===== src/rtl/ecall_halt_ctrl_pkg.sv =====
// Shared constants for the ECALL halt controller: opcode, FSM encoding, register index.
package ecall_halt_ctrl_pkg;

  localparam logic [6:0] ECALL = 7'b1110011;

  localparam logic [1:0] RUN    = 2'd0;
  localparam logic [1:0] DRAIN  = 2'd1;
  localparam logic [1:0] HALTED = 2'd2;

  localparam logic [4:0] X17 = 5'd17;

endpackage


===== src/rtl/ecall_halt_ctrl_x17_halt_resolve.sv =====
// Resolves whether the x17 seen by the ECALL in ID/EX equals the halt code,
// letting the youngest in-flight producer of x17 win.
module x17_halt_resolve
  import ecall_halt_ctrl_pkg::*;
#(
  parameter logic [31:0] HALT_CODE = 32'd10
) (
  input  logic        ex_mem_reg_write_i,
  input  logic [4:0]  ex_mem_rd_i,
  input  logic        is_ecall_fwd_i,
  input  logic        mem_wb_reg_write_i,
  input  logic [4:0]  mem_wb_rd_i,
  input  logic [31:0] mem_wb_wdata_i,
  input  logic [31:0] id_ex_x17_i,
  output logic        halt_cond_o
);

  always_comb begin
    if (ex_mem_reg_write_i && (ex_mem_rd_i == X17)) begin
      // EX/MEM already precomputed "writes x17 with halt code" as a flag.
      halt_cond_o = is_ecall_fwd_i;
    end else if (mem_wb_reg_write_i && (mem_wb_rd_i == X17)) begin
      halt_cond_o = (mem_wb_wdata_i == HALT_CODE);
    end else begin
      halt_cond_o = (id_ex_x17_i == HALT_CODE);
    end
  end

endmodule


===== src/rtl/ecall_halt_ctrl.sv =====
// Detects a halt ECALL in ID/EX, stops fetch, drains older instructions to
// write-back, then raises a sticky is_halted.
module ecall_halt_ctrl
  import ecall_halt_ctrl_pkg::*;
#(
  parameter int unsigned DRAIN_CYCLES = 3,
  parameter logic [31:0] HALT_CODE    = 32'd10
) (
  input  logic        clk,
  input  logic        reset,
  input  logic        id_ex_valid,
  input  logic        id_ex_is_ecall,
  input  logic [31:0] id_ex_x17,
  input  logic        isecallForward,
  input  logic        ex_mem_reg_write,
  input  logic [4:0]  ex_mem_rd,
  input  logic        mem_wb_reg_write,
  input  logic [4:0]  mem_wb_rd,
  input  logic [31:0] mem_wb_wdata,
  output logic        stop_fetch,
  output logic        flush_if_id,
  output logic        halt_pending,
  output logic        is_halted,
  output logic [15:0] ecall_nonhalt_cnt
);

  localparam logic [2:0] DrainLoad = 3'(DRAIN_CYCLES - 1);

  logic [1:0]  state_q, state_d;
  logic [2:0]  cnt_q, cnt_d;
  logic [15:0] nonhalt_q, nonhalt_d;
  logic        halt_cond;
  logic        ecall_seen;

  assign ecall_seen = id_ex_valid && id_ex_is_ecall;

  x17_halt_resolve #(
    .HALT_CODE (HALT_CODE)
  ) u_resolve (
    .ex_mem_reg_write_i (ex_mem_reg_write),
    .ex_mem_rd_i        (ex_mem_rd),
    .is_ecall_fwd_i     (isecallForward),
    .mem_wb_reg_write_i (mem_wb_reg_write),
    .mem_wb_rd_i        (mem_wb_rd),
    .mem_wb_wdata_i     (mem_wb_wdata),
    .id_ex_x17_i        (id_ex_x17),
    .halt_cond_o        (halt_cond)
  );

  always_comb begin
    state_d     = state_q;
    cnt_d       = cnt_q;
    nonhalt_d   = nonhalt_q;
    flush_if_id = 1'b1;
    case (state_q)
      RUN: begin
        flush_if_id = ecall_seen && halt_cond;
        if (ecall_seen) begin
          if (halt_cond) begin
            state_d = DRAIN;
            cnt_d   = DrainLoad;
          end else begin
            nonhalt_d = nonhalt_q + 16'd1;
          end
        end
      end
      DRAIN: begin
        if (cnt_q == 3'd0) begin
          state_d = HALTED;
        end else begin
          cnt_d = cnt_q - 3'd1;
        end
      end
      HALTED: ;
      default: state_d = RUN;
    endcase
  end

  always_ff @(posedge clk or posedge reset) begin
    if (reset) begin
      state_q   <= RUN;
      cnt_q     <= 3'd0;
      nonhalt_q <= 16'd0;
    end else begin
      state_q   <= state_d;
      cnt_q     <= cnt_d;
      nonhalt_q <= nonhalt_d;
    end
  end

  assign stop_fetch        = (state_q != RUN);
  assign halt_pending      = (state_q == DRAIN);
  assign is_halted         = (state_q == HALTED);
  assign ecall_nonhalt_cnt = nonhalt_q;

endmodule

===== config.mk =====
export PLATFORM = sky130hd
export DESIGN_NAME = ecall_halt_ctrl
export DESIGN_NICKNAME = d
export VERILOG_FILES = /design/src/rtl/ecall_halt_ctrl_pkg.sv /design/src/rtl/ecall_halt_ctrl_x17_halt_resolve.sv /design/src/rtl/ecall_halt_ctrl.sv
export SDC_FILE = /design/constraint.sdc
export NUM_CORES = 1
export LEC_CHECK = 0
export BUFFER_PORTS_ARGS = -buffer_cell sky130_fd_sc_hd__buf_2
export CAP_MARGIN = 15
export CORE_MARGIN = 3
export CORE_UTILIZATION = 41
export DETAILED_ROUTE_END_ITERATION = 10
export PLACE_DENSITY = 0.85
export SYNTH_ARGS = -nofsm -noshare
export SYNTH_HDL_FRONTEND = slang
export SYNTH_HIERARCHICAL = 1
export SYNTH_SLANG_ARGS = --single-unit

===== constraint.sdc =====
create_clock -name clk -period 4.3 [get_ports clk]
set_input_delay 1.075 -clock clk [delete_from_list [all_inputs] [get_ports clk]]
set_output_delay 1.075 -clock clk [all_outputs]
set_load 0.1 [all_outputs]

==> out/metrics.yaml <==
yosys:
  netlist_area_mm2: 0.001209
  syn_nets: 197
  ys_types: 30
  syn_area_per_cell_um2: 10.70
  yosysWarnings: 6
  synthArstFlopShare_pct: 100.0
  ys_ff_latch: 21
  synth_ff_type: "dfrtp_1"
  netlist_instances: 113
  synth_edf_count: 0
  ys_seq_area_share_pct: 43.48
clock_network:
  post_cts_resized: 0
  root_buffer: "clkbuf_4"
  cts.htree.levels: 1
  cts_sinks: 21
  clk_pin_slew_worst_paths_ns: 0.11
  worstSkewPairLatency_ns: 0.29
  holdBufCountCts: 0
  cts_buffers: 3
  cts_tree: "built"
  clockBufferDepth: 2
  postCtsSetupBuffers: 0
timing:
  rsz0062_at_grt: "no"
  setup_viol: 0
  finalSetupTns_ns: 0
  worstMarginPinSlew_ns: 0.7545
  hold_viol_final: 0
  min_period_ns: 3.850
  fmax_mhz: 259.7
  finClkSkew_ns: 0.001497
  max_slew_margin_pct: 49.65
  fin_crit_sh_pct: 89.54
  drv_slew: 0
power_and_ir_drop:
  peakVddDrop_mv: 0.3109
  leakage_nw: 0.9556
  power_mw: 0.6434
  p_per_area_mw_per_mm2: 362.6
placed_design:
  port_buffers: 100
  place_congestion: 0.7885
  dpl.hpwl_mm: 3.041
route:
  drt_pass1_iterations: 4
  wl_mm: 3.529
  drt_iter0_drc: 53
  vias: 1280
  drc: 0
  wl_per_cell_um: 14.23
  via_per_inst: 5.161
  ant_nets: 0
floorplanning:
  ios: 101
  start_util_pct: 43.45
  die_h_um: 60.30
  core_mm2: 0.002781
  rows: 19
  fp.dieW_um: 60.30
  die_area_mm2: 0.003635
layout:
  fin_nets: 302
  diodes: 0
  final_common_cell: "buf_2"
  area_delta_synth_final_pct: 46.79
  final_core_util_pct: 63.79
  final_cell_mix: "100 x buf_2, 21 x dfrtp_1, 13 x xnor2_1, 12 x nor4_1, 8 x nand4_1"
  drive_gt1_share_pct: 52.07
setup_path:
  arrival_ns: 2.78
  crit_type: "input pin to primary output"
  critical_path.endpoint: "flush_if_id"
  regToRegStartpoint: "state_q[1]"
  worstPathRequired_ns: 3.22
  crit_start: "id_ex_x17[27]"
  ff2ff_setup_slack_ns: 2.86
  crit_path_start_kind: "input pin"
  reg2reg_to: "ecall_nonhalt_cnt[15]"
  critPathCaptureType: "primary output"
  r2r_cells: 4
  critPathMaxFanout: 3
global_routing:
  grt_first_pass_wirelength_mm: 5.416
  grt_use_total_pct: 19.68
  antenna_found_initial: 0
  grt_max_degree: 22
  grt_pass1_vias: 1291
  grt_overflow: 0
status:
  status: "finished, final reports clean"
worst_hold_path:
  min_path_type: "flip-flop to flip-flop"
  min_from: "cnt_q[0]"
  min_path_cells: 1
flow_run:
  max_cap_viol_count: 0
## state kept, by name (all words and copies together), names as in the netlist
| register | count |
|---|---|
| state_q | 2 |
| cnt_q | 3 |
| ecall_nonhalt_cnt | 16 |
## layout make-up
type | instances | area [um2]
inverter | 4 | 15.01
multi-input combinational | 88 | 668.1
fill | 234 | 1007
clock buffer | 4 | 26.28
timing repair buffer | 100 | 500.5
sequential | 21 | 525.5
tap | 31 | 38.79
## Yosys cell counts (2+ instances only)
cell type  number  area, um2
dfrtp_1        21      525.5
xnor2_1        13      113.9
nor4_1         12      75.07
nand4_1         8      50.05
nand3_1         7      35.03
nand2_1         6      22.52
nor4b_1         6      52.55
inv_1           4      15.01
and3_1          3      18.77
ha_1            3      37.54
nor2_1          3      11.26
o21ai_0         3      15.01
xor2_1          3      26.28
and4_1          2      17.52
nand2b_1        2      12.51
nor2b_1         2      12.51
nor3_4          2      32.53
## worst max-delay path, stage by stage
cell      delay, ns
buf_2          0.11
nor4_1         0.35
nand4_1        0.15
nor4b_1        0.27
a211o_1        0.19
nand3_1        0.13
nand2b_1       0.09
buf_2          0.42
## kinds of logic after synthesis
logic type / Yosys count / synth area share, %
and+or+nand+nor: 62 / 36.13
DFF: 21 / 43.48
xor gates and xnor gates: 16 / 11.59
AOI/OAI and AO/OA: 5 / 2.691
buffers and inverters: 4 / 1.242
adders and majority gates: 3 / 3.106
muxes: 2 / 1.760
## power breakdown
part | internal (mW) | switching, mW
combinational | 0.0758 | 0.226
clock | 0.0361 | 0.0549
sequential | 0.221 | 0.0298
total | 0.332 | 0.311
## through the flow
step / setup slack [ns] / hold slack, ns / std cells / area, um2
final: 0.4496 / 0.4899 / 248 / 1774
after global routing: 0.2633 / 0.5162 / 248 / 1774
after CTS: 0.4472 / 0.4935 / 248 / 1774
after detailed placement: 0.4559 / 0.4783 / 244 / 1748
after global placement: 0.4600 / 0.4586 / 244 / 1748
after floorplan: 0.4638 / 0.4510 / 113 / 1209
## routing by layer
layer,GRT usage (%),vias up,part of all wire [%]
met2,37.35,58,54
met4,4.747,0,0.40
met1,22.67,581,36
met5,0,-,0
met3,3.024,4,9.4
li1,-,637,-
## worst min-delay path by stage
stage | endpoint | slack (ns)
floorplan | cnt_q[0] | 0.45
global placement | ecall_nonhalt_cnt[15] | 0.46
detailed placement | cnt_q[0] | 0.48
CTS | cnt_q[0] | 0.49
global route | cnt_q[0] | 0.52
finish | cnt_q[0] | 0.49
No activity file was read; power rests on OpenSTA's default activity.
